$ cat src/rtl/pe_cluster_ctrl.sv
// pe_cluster_ctrl: sequencer for the 4x4 weight/activation systolic cluster.
// Accepts one K-deep tile job, clears the cluster, streams row-skewed
// activations and column-skewed weights, drains, then captures all 16 sums.
// Optional build macro PE_CTRL_PERF_EN adds a 16-bit completed-tile counter
// output (tile_cnt).
module pe_cluster_ctrl #(
  parameter int K            = 4,
  parameter int DRAIN_CYCLES = 8
) (
  input  logic            clk,
  input  logic            rst,
  input  logic            start,
  output logic            ready,
  input  logic [64*K-1:0] act_tile,
  input  logic [64*K-1:0] wgt_tile,
  output logic [63:0]     pe_act,
  output logic [63:0]     pe_wgt,
  output logic            pe_en,
  output logic            pe_rst_n,
  input  logic [575:0]    pe_results,
  output logic [575:0]    res,
  output logic            busy,
  output logic            done
`ifdef PE_CTRL_PERF_EN
  ,
  output logic [15:0]     tile_cnt
`endif
);

  localparam int FEED_W  = $clog2(K + 3);
  localparam int DRAIN_W = (DRAIN_CYCLES > 1) ? $clog2(DRAIN_CYCLES) : 1;
  localparam int CW      = (FEED_W > DRAIN_W) ? FEED_W : DRAIN_W;

  localparam logic [CW-1:0] FEED_LAST  = CW'(K + 2);
  localparam logic [CW-1:0] DRAIN_LAST = CW'(DRAIN_CYCLES - 1);

  typedef enum logic [2:0] {
    S_IDLE,
    S_CLEAR,
    S_FEED,
    S_DRAIN,
    S_DONE
  } state_t;

  state_t          state;
  state_t          next_state;
  logic [CW-1:0]   cnt;
  logic [CW-1:0]   cnt_next;
  logic [64*K-1:0] act_q;
  logic [64*K-1:0] wgt_q;

  logic            ready_d;
  logic            busy_d;
  logic            done_d;
  logic            pe_en_d;
  logic            pe_rst_n_d;
  logic [63:0]     pe_act_d;
  logic [63:0]     pe_wgt_d;

  // State and shared feed/drain counter register
  always_ff @(posedge clk) begin
    if (rst) begin
      state <= S_IDLE;
      cnt   <= '0;
    end else begin
      state <= next_state;
      cnt   <= cnt_next;
    end
  end

  // Next-state and counter sequencing through clear, feed, drain and done
  always_comb begin
    next_state = state;
    cnt_next   = cnt;
    case (state)
      S_IDLE: begin
        if (start) begin
          next_state = S_CLEAR;
          cnt_next   = '0;
        end
      end
      S_CLEAR: begin
        next_state = S_FEED;
        cnt_next   = '0;
      end
      S_FEED: begin
        if (cnt == FEED_LAST) begin
          next_state = S_DRAIN;
          cnt_next   = '0;
        end else begin
          cnt_next = cnt + 1'b1;
        end
      end
      S_DRAIN: begin
        if (cnt == DRAIN_LAST) begin
          next_state = S_DONE;
          cnt_next   = '0;
        end else begin
          cnt_next = cnt + 1'b1;
        end
      end
      S_DONE: begin
        next_state = S_IDLE;
        cnt_next   = '0;
      end
      default: begin
        next_state = S_IDLE;
        cnt_next   = '0;
      end
    endcase
  end

  // Output values for the upcoming state, including the skewed lane selection
  always_comb begin
    ready_d    = (next_state == S_IDLE);
    busy_d     = (next_state != S_IDLE);
    done_d     = (next_state == S_DONE);
    pe_en_d    = (next_state == S_FEED) || (next_state == S_DRAIN);
    pe_rst_n_d = (next_state != S_CLEAR);
    pe_act_d   = '0;
    pe_wgt_d   = '0;
    if (next_state == S_FEED) begin
      for (int i = 0; i < 4; i++) begin
        if ((int'(cnt_next) >= i) && (int'(cnt_next) < i + K)) begin
          pe_act_d[i*16 +: 16] = act_q[(i*K + int'(cnt_next) - i)*16 +: 16];
          pe_wgt_d[i*16 +: 16] = wgt_q[((int'(cnt_next) - i)*4 + i)*16 +: 16];
        end
      end
    end
  end

  // Registered outputs and result capture on the last drain edge
  always_ff @(posedge clk) begin
    if (rst) begin
      ready    <= 1'b1;
      busy     <= 1'b0;
      done     <= 1'b0;
      pe_en    <= 1'b0;
      pe_rst_n <= 1'b0;
      pe_act   <= '0;
      pe_wgt   <= '0;
      res      <= '0;
    end else begin
      ready    <= ready_d;
      busy     <= busy_d;
      done     <= done_d;
      pe_en    <= pe_en_d;
      pe_rst_n <= pe_rst_n_d;
      pe_act   <= pe_act_d;
      pe_wgt   <= pe_wgt_d;
      if ((state == S_DRAIN) && (cnt == DRAIN_LAST)) begin
        res <= pe_results;
      end
    end
  end

  // Operand tiles are latched on accept so the host may change them afterwards
  always_ff @(posedge clk) begin
    if (rst) begin
      act_q <= '0;
      wgt_q <= '0;
    end else if ((state == S_IDLE) && start) begin
      act_q <= act_tile;
      wgt_q <= wgt_tile;
    end
  end

`ifdef PE_CTRL_PERF_EN
  // Completed-tile counter, stepping together with the done pulse
  always_ff @(posedge clk) begin
    if (rst) begin
      tile_cnt <= '0;
    end else if (next_state == S_DONE) begin
      tile_cnt <= tile_cnt + 16'd1;
    end
  end
`endif

endmodule
$ cat config.mk
export PLATFORM = sky130hd
export DESIGN_NAME = pe_cluster_ctrl
export DESIGN_NICKNAME = d
export VERILOG_FILES = /design/src/rtl/pe_cluster_ctrl.sv
export SDC_FILE = /design/constraint.sdc
export NUM_CORES = 2
export LEC_CHECK = 0
export CAP_MARGIN = 0
export CORE_AREA = 2 2 710 712
export CTS_CLUSTER_SIZE = 24
export DETAILED_ROUTE_END_ITERATION = 6
export DIE_AREA = 0 0 712 714
export PLACE_DENSITY_LB_ADDON = 0.1
export SLEW_MARGIN = 20
export SYNTH_ARGS = -nofsm -noshare
export SYNTH_HDL_FRONTEND = slang
export SYNTH_SLANG_ARGS = --single-unit
$ cat constraint.sdc
create_clock -name clk -period 7.4 [get_ports clk]
set_clock_uncertainty 0.05 [all_clocks]
set_input_delay 1.48 -clock clk [delete_from_list [all_inputs] [get_ports clk]]
set_output_delay 1.48 -clock clk [all_outputs]
set_load 0.01 [all_outputs]
==> impl_summary.md <==
Clock network
The clock input transition at the sequential cells of the worst setup and hold paths is 0.06 ns. The clock passes through at most 4 buffers. In this run the clock root is driven by a sky130_fd_sc_hd__clkbuf_16. CTS built an H-tree with a depth of 4. The clock reaches the later pin of the worst-skew pair after 0.91 ns.

TritonCTS built the clock tree. The number of buffers added by the clock tree synthesis step is 190. The count of hold-fix buffers inserted at cts is 0. The total number of clock tree sinks is 1227.

The number of cells upsized or downsized after cts is 0. Post-CTS timing repair inserted 0 buffers for setup.

Setup path
The worst setup path is launched from a primary input. The critical path is of the primary input to register type. The signal on the critical path passes through clkdlybuf4s50_1 > nor4_2 > nand2_1 > o21ai_4 > buf_4 > ha_1 > nand4_1 > nor2_2 > a2111o_1. Measured in cells, the most critical reg-to-reg path has a length of 10. The number of buffers and inverters on the critical path is 2.

Data on the critical path is required at its endpoint by 8.18 ns. The instance count on the critical path is 9. The cell family contributing the most delay on the critical path is simple AND/OR/NAND/NOR gates. The worst setup path is captured at a register. Along the worst path, the maximum fanout reaches 66.

STA puts the critical path data arrival time at 6.12 ns. In this design, the stage delay of the slowest critical-path cell is 1.02 ns. The slowest stage of the critical path is the sky130_fd_sc_hd__nor2_2 cell. In this run the register-to-register setup slack is 2.09 ns.

STA
For the pin with the worst max-slew slack, the measured transition is 1.27 ns. The post-route fraction of the period consumed by the critical path is 72.2%. Setup repair after global routing left no endpoint under its margin.

The max-slew violation total from the final report was 0. The final hold violation count is 0. After routing, the total negative slack on setup checks comes to 0 ns.

The post-route worst setup slack is 2.06 ns. In this run the tightest slew margin relative to its limit is 15.1%. The achievable frequency is 0.187 GHz. The number of setup violations in the final report is 0. The routed design could run at a clock period as short as 5.34 ns.

Synth
In the synthesized netlist the async set-or-reset flop fraction comes to 0%. The gate count after technology mapping is 5576. Summing the sequential cell areas from Yosys gives 53.5% of the chip area. The number of nets produced by synthesis is 6680. The cell area that synthesis handed to floorplanning was 45900 µm². In this run the mean area of a mapped cell was 8.24 µm².

The warning count from the yosys run is 0. In this run, synthesis produced a sequential element count of 1227. In this run, synthesis inferred 0 flip-flops with an integrated enable. The most used flip-flop cell after synthesis is sky130_fd_sc_hd__dfxtp_1. The number of distinct library cells after synthesis is 49.

Cells and area
In the final layout, the share of cells above drive strength 1 is 6.81%. Fill cells in the final layout number 56968. The final layout contains 8266 nets. The multi-input combinational cells in the finished layout cover a total of 19600 µm².

The area growth from synthesis to final layout is 69.9%. Once layout is complete, the utilization of the core stands at 15.6%. The flip-flop and latch area is 24600 µm².

Route
The number of vias after detailed routing is 48110. Before antenna repair, the detailed router went through 7 iterations. The total wire length after detailed routing is 438000 µm.

The count of unresolved DRC violations after routing is 0. The routed wire length per instance is 31.0 µm. The initial detailed-routing violation count is 2622.

The remaining number of nets flagged by the antenna check after routing is 0. The vias per cell is 3.40.

Global route
Entering global routing, the biggest net connects 174 pins. The overall routing resource usage is 16.5%. The first-pass GRT wire length is 549000 µm. The total congestion overflow is 0.

The initial antenna violation count is 369. The number of global-route vias before repair is 48544.

Power
In this run the static leakage power is 25.1 nW. The maximum ir drop on the vdd rail is 0.166 mV. Of the total power, the clock network draws 52.3%. Registers are responsible for 37.8% of the overall power.

Power comes to 18.6 mW. The net switching power of the design is 5.11 mW. Per report_power, the combinational group accounts for 9.9% of the total. In this run switching power makes up 27.5% of total power. Internal power comes to 13.5 mW. The power density over cell area is 238 nW/µm².

Place
The pre-CTS setup slack is 1.14 ns. The global placement routability congestion is 0.857. Port buffering added 1799 buffers.

The HPWL after detailed placement is 357000 µm.

Die
The die boundary width is 712 µm. The initial utilization of the core area, before any placement, comes to 9.18%. The I/O pin total is 1800. The floorplan row count is 260. The overall die area is 508000 µm². The vertical extent of the die is 714 µm. The total core area is 500000 µm².

Min path
Counting instances, the worst hold path has a depth of 2. The worst hold-check path type is register to register.

Flow run
Max-cap violations in this run came to 0.

Run status
The run finished with clean final reports.
-- state kept, by name (all words and copies together) (netlist names) --
| signal | flops |
|---|---|
| res | 576 |
| act_q | 256 |
| wgt_q | 256 |
| pe_act | 64 |
| pe_wgt | 64 |
| cnt | 3 |
| state | 3 |
| busy | 1 |
| done | 1 |
| pe_en | 1 |
| pe_rst_n | 1 |
| ready | 1 |
-- path summary, 6_finish.rpt --
check,from,end
hold / removal,wgt_q[149]$_SDFFE_PP0P_,wgt_q[149]$_SDFFE_PP0P_
setup reg to reg,cnt[0]$_SDFF_PP0_,pe_act[35]$_SDFF_PP0_
hold reg to reg,wgt_q[149]$_SDFFE_PP0P_,wgt_q[149]$_SDFFE_PP0P_
setup / recovery,start,pe_act[35]$_SDFF_PP0_
-- final cells by class --
| cell class | count | share of cell area (%) |
|---|---|---|
| repair buffers | 1850 | 23.9 |
| well taps | 6681 | 10.7 |
| inverters | 9 | 0.0497 |
| diodes | 150 | 0.481 |
| clock buffers | 285 | 7.17 |
| flip-flops and latches | 1227 | 31.5 |
| multi-input cells | 3884 | 25.1 |
| clock inverters | 60 | 1.11 |
-- cell usage in the layout (no fill, tap or decap), types with 35 or more instances in the layout --
master / netlist / routed
sky130_fd_sc_hd__nand2_1: 2221 / 2219
sky130_fd_sc_hd__a21oi_1: 1093 / 1093
sky130_fd_sc_hd__clkbuf_1: 385 / 49
sky130_fd_sc_hd__clkdlybuf4s50_1: 0 / 1798
sky130_fd_sc_hd__o21ai_0: 53 / 53
sky130_fd_sc_hd__nand3_1: 67 / 67
sky130_fd_sc_hd__mux4_2: 108 / 108
sky130_fd_sc_hd__clkbuf_8: 0 / 44
sky130_fd_sc_hd__and2_1: 54 / 52
sky130_fd_sc_hd__dfxtp_1: 1227 / 1227
sky130_fd_sc_hd__nor3_1: 35 / 35
sky130_fd_sc_hd__diode_2: 0 / 150
sky130_fd_sc_hd__a211oi_1: 52 / 52
sky130_fd_sc_hd__clkbuf_16: 0 / 192
-- power groups by stage --
stage	sequential [mW]	clock, mW	combinational (mW)
2_1_floorplan	7.03	0	0.810
3_3_place_gp	7.20	0	1.89
3_5_place_dp	7.20	0	1.89
4_1_cts	7.06	10.2	1.90
5_1_grt	7.06	10.4	1.99
6_report	7.04	9.73	1.84
-- worst reg2reg max path, delay by kind of cell, from the launching register on --
| kind | cells | cell delay (ns) |
|---|---|---|
| AO/OA/AOI/OAI | 2 | 1.17 |
| adder cells (fa/ha/maj) | 2 | 0.51 |
| buffers and inverters | 2 | 0.79 |
| flip-flops | 1 | 0.49 |
| AND/OR/NAND/NOR | 4 | 2.23 |
-- routing by layer --
layer | up-vias | GRT usage [%] | share of wire [%]
li1 | 21979 | - | -
met2 | 1721 | 32.7 | 56
met5 | - | 0 | 0.40
met3 | 820 | 7.38 | 9.6
met4 | 284 | 6.36 | 3.9
met1 | 23306 | 14.2 | 30
-- cell families after synthesis --
logic type	synth area share (%)
mux	5.80
simple gates	20.8
fa+ha+maj	0.354
flops	53.5
compound gates	15.5
buf+inv	4.09
-- Yosys cell counts (all sizes together) (3+ instances only) --
| cell | instances | area, µm² |
|---|---|---|
| dfxtp | 1227 | 24600 |
| a41oi | 8 | 70.1 |
| mux2 | 16 | 214 |
| nand2b | 11 | 68.8 |
| inv | 9 | 33.8 |
| a2111o | 16 | 180 |
| a221oi | 3 | 50.1 |
| nand2 | 2222 | 8340 |
| a21oi | 1093 | 5470 |
| nand3b | 3 | 22.5 |
| nand3 | 67 | 335 |
| nor2b | 19 | 121 |
| a211oi | 53 | 410 |
| mux4 | 108 | 2430 |
| o211a | 16 | 160 |
| clkbuf | 385 | 1450 |
| a31oi | 34 | 228 |
| nor2 | 13 | 53.8 |
| nor3 | 35 | 175 |
| nand4 | 3 | 18.8 |
| and2 | 54 | 338 |
| a22oi | 5 | 37.5 |
| buf | 71 | 399 |
| o21ai | 56 | 284 |
| ha | 13 | 163 |
| a22o | 23 | 201 |
-- per-stage QoR --
step	std cells	cell area, µm²	hold slack, ns
6_report	14146	78000	0.400
5_1_grt	14079	77900	0.415
4_1_cts	13993	77600	0.404
3_5_place_dp	13648	71100	0.396
3_3_place_gp	13648	71100	0.389
2_1_floorplan	5576	45900	0.383
No activity file was read; power rests on OpenSTA's default activity.
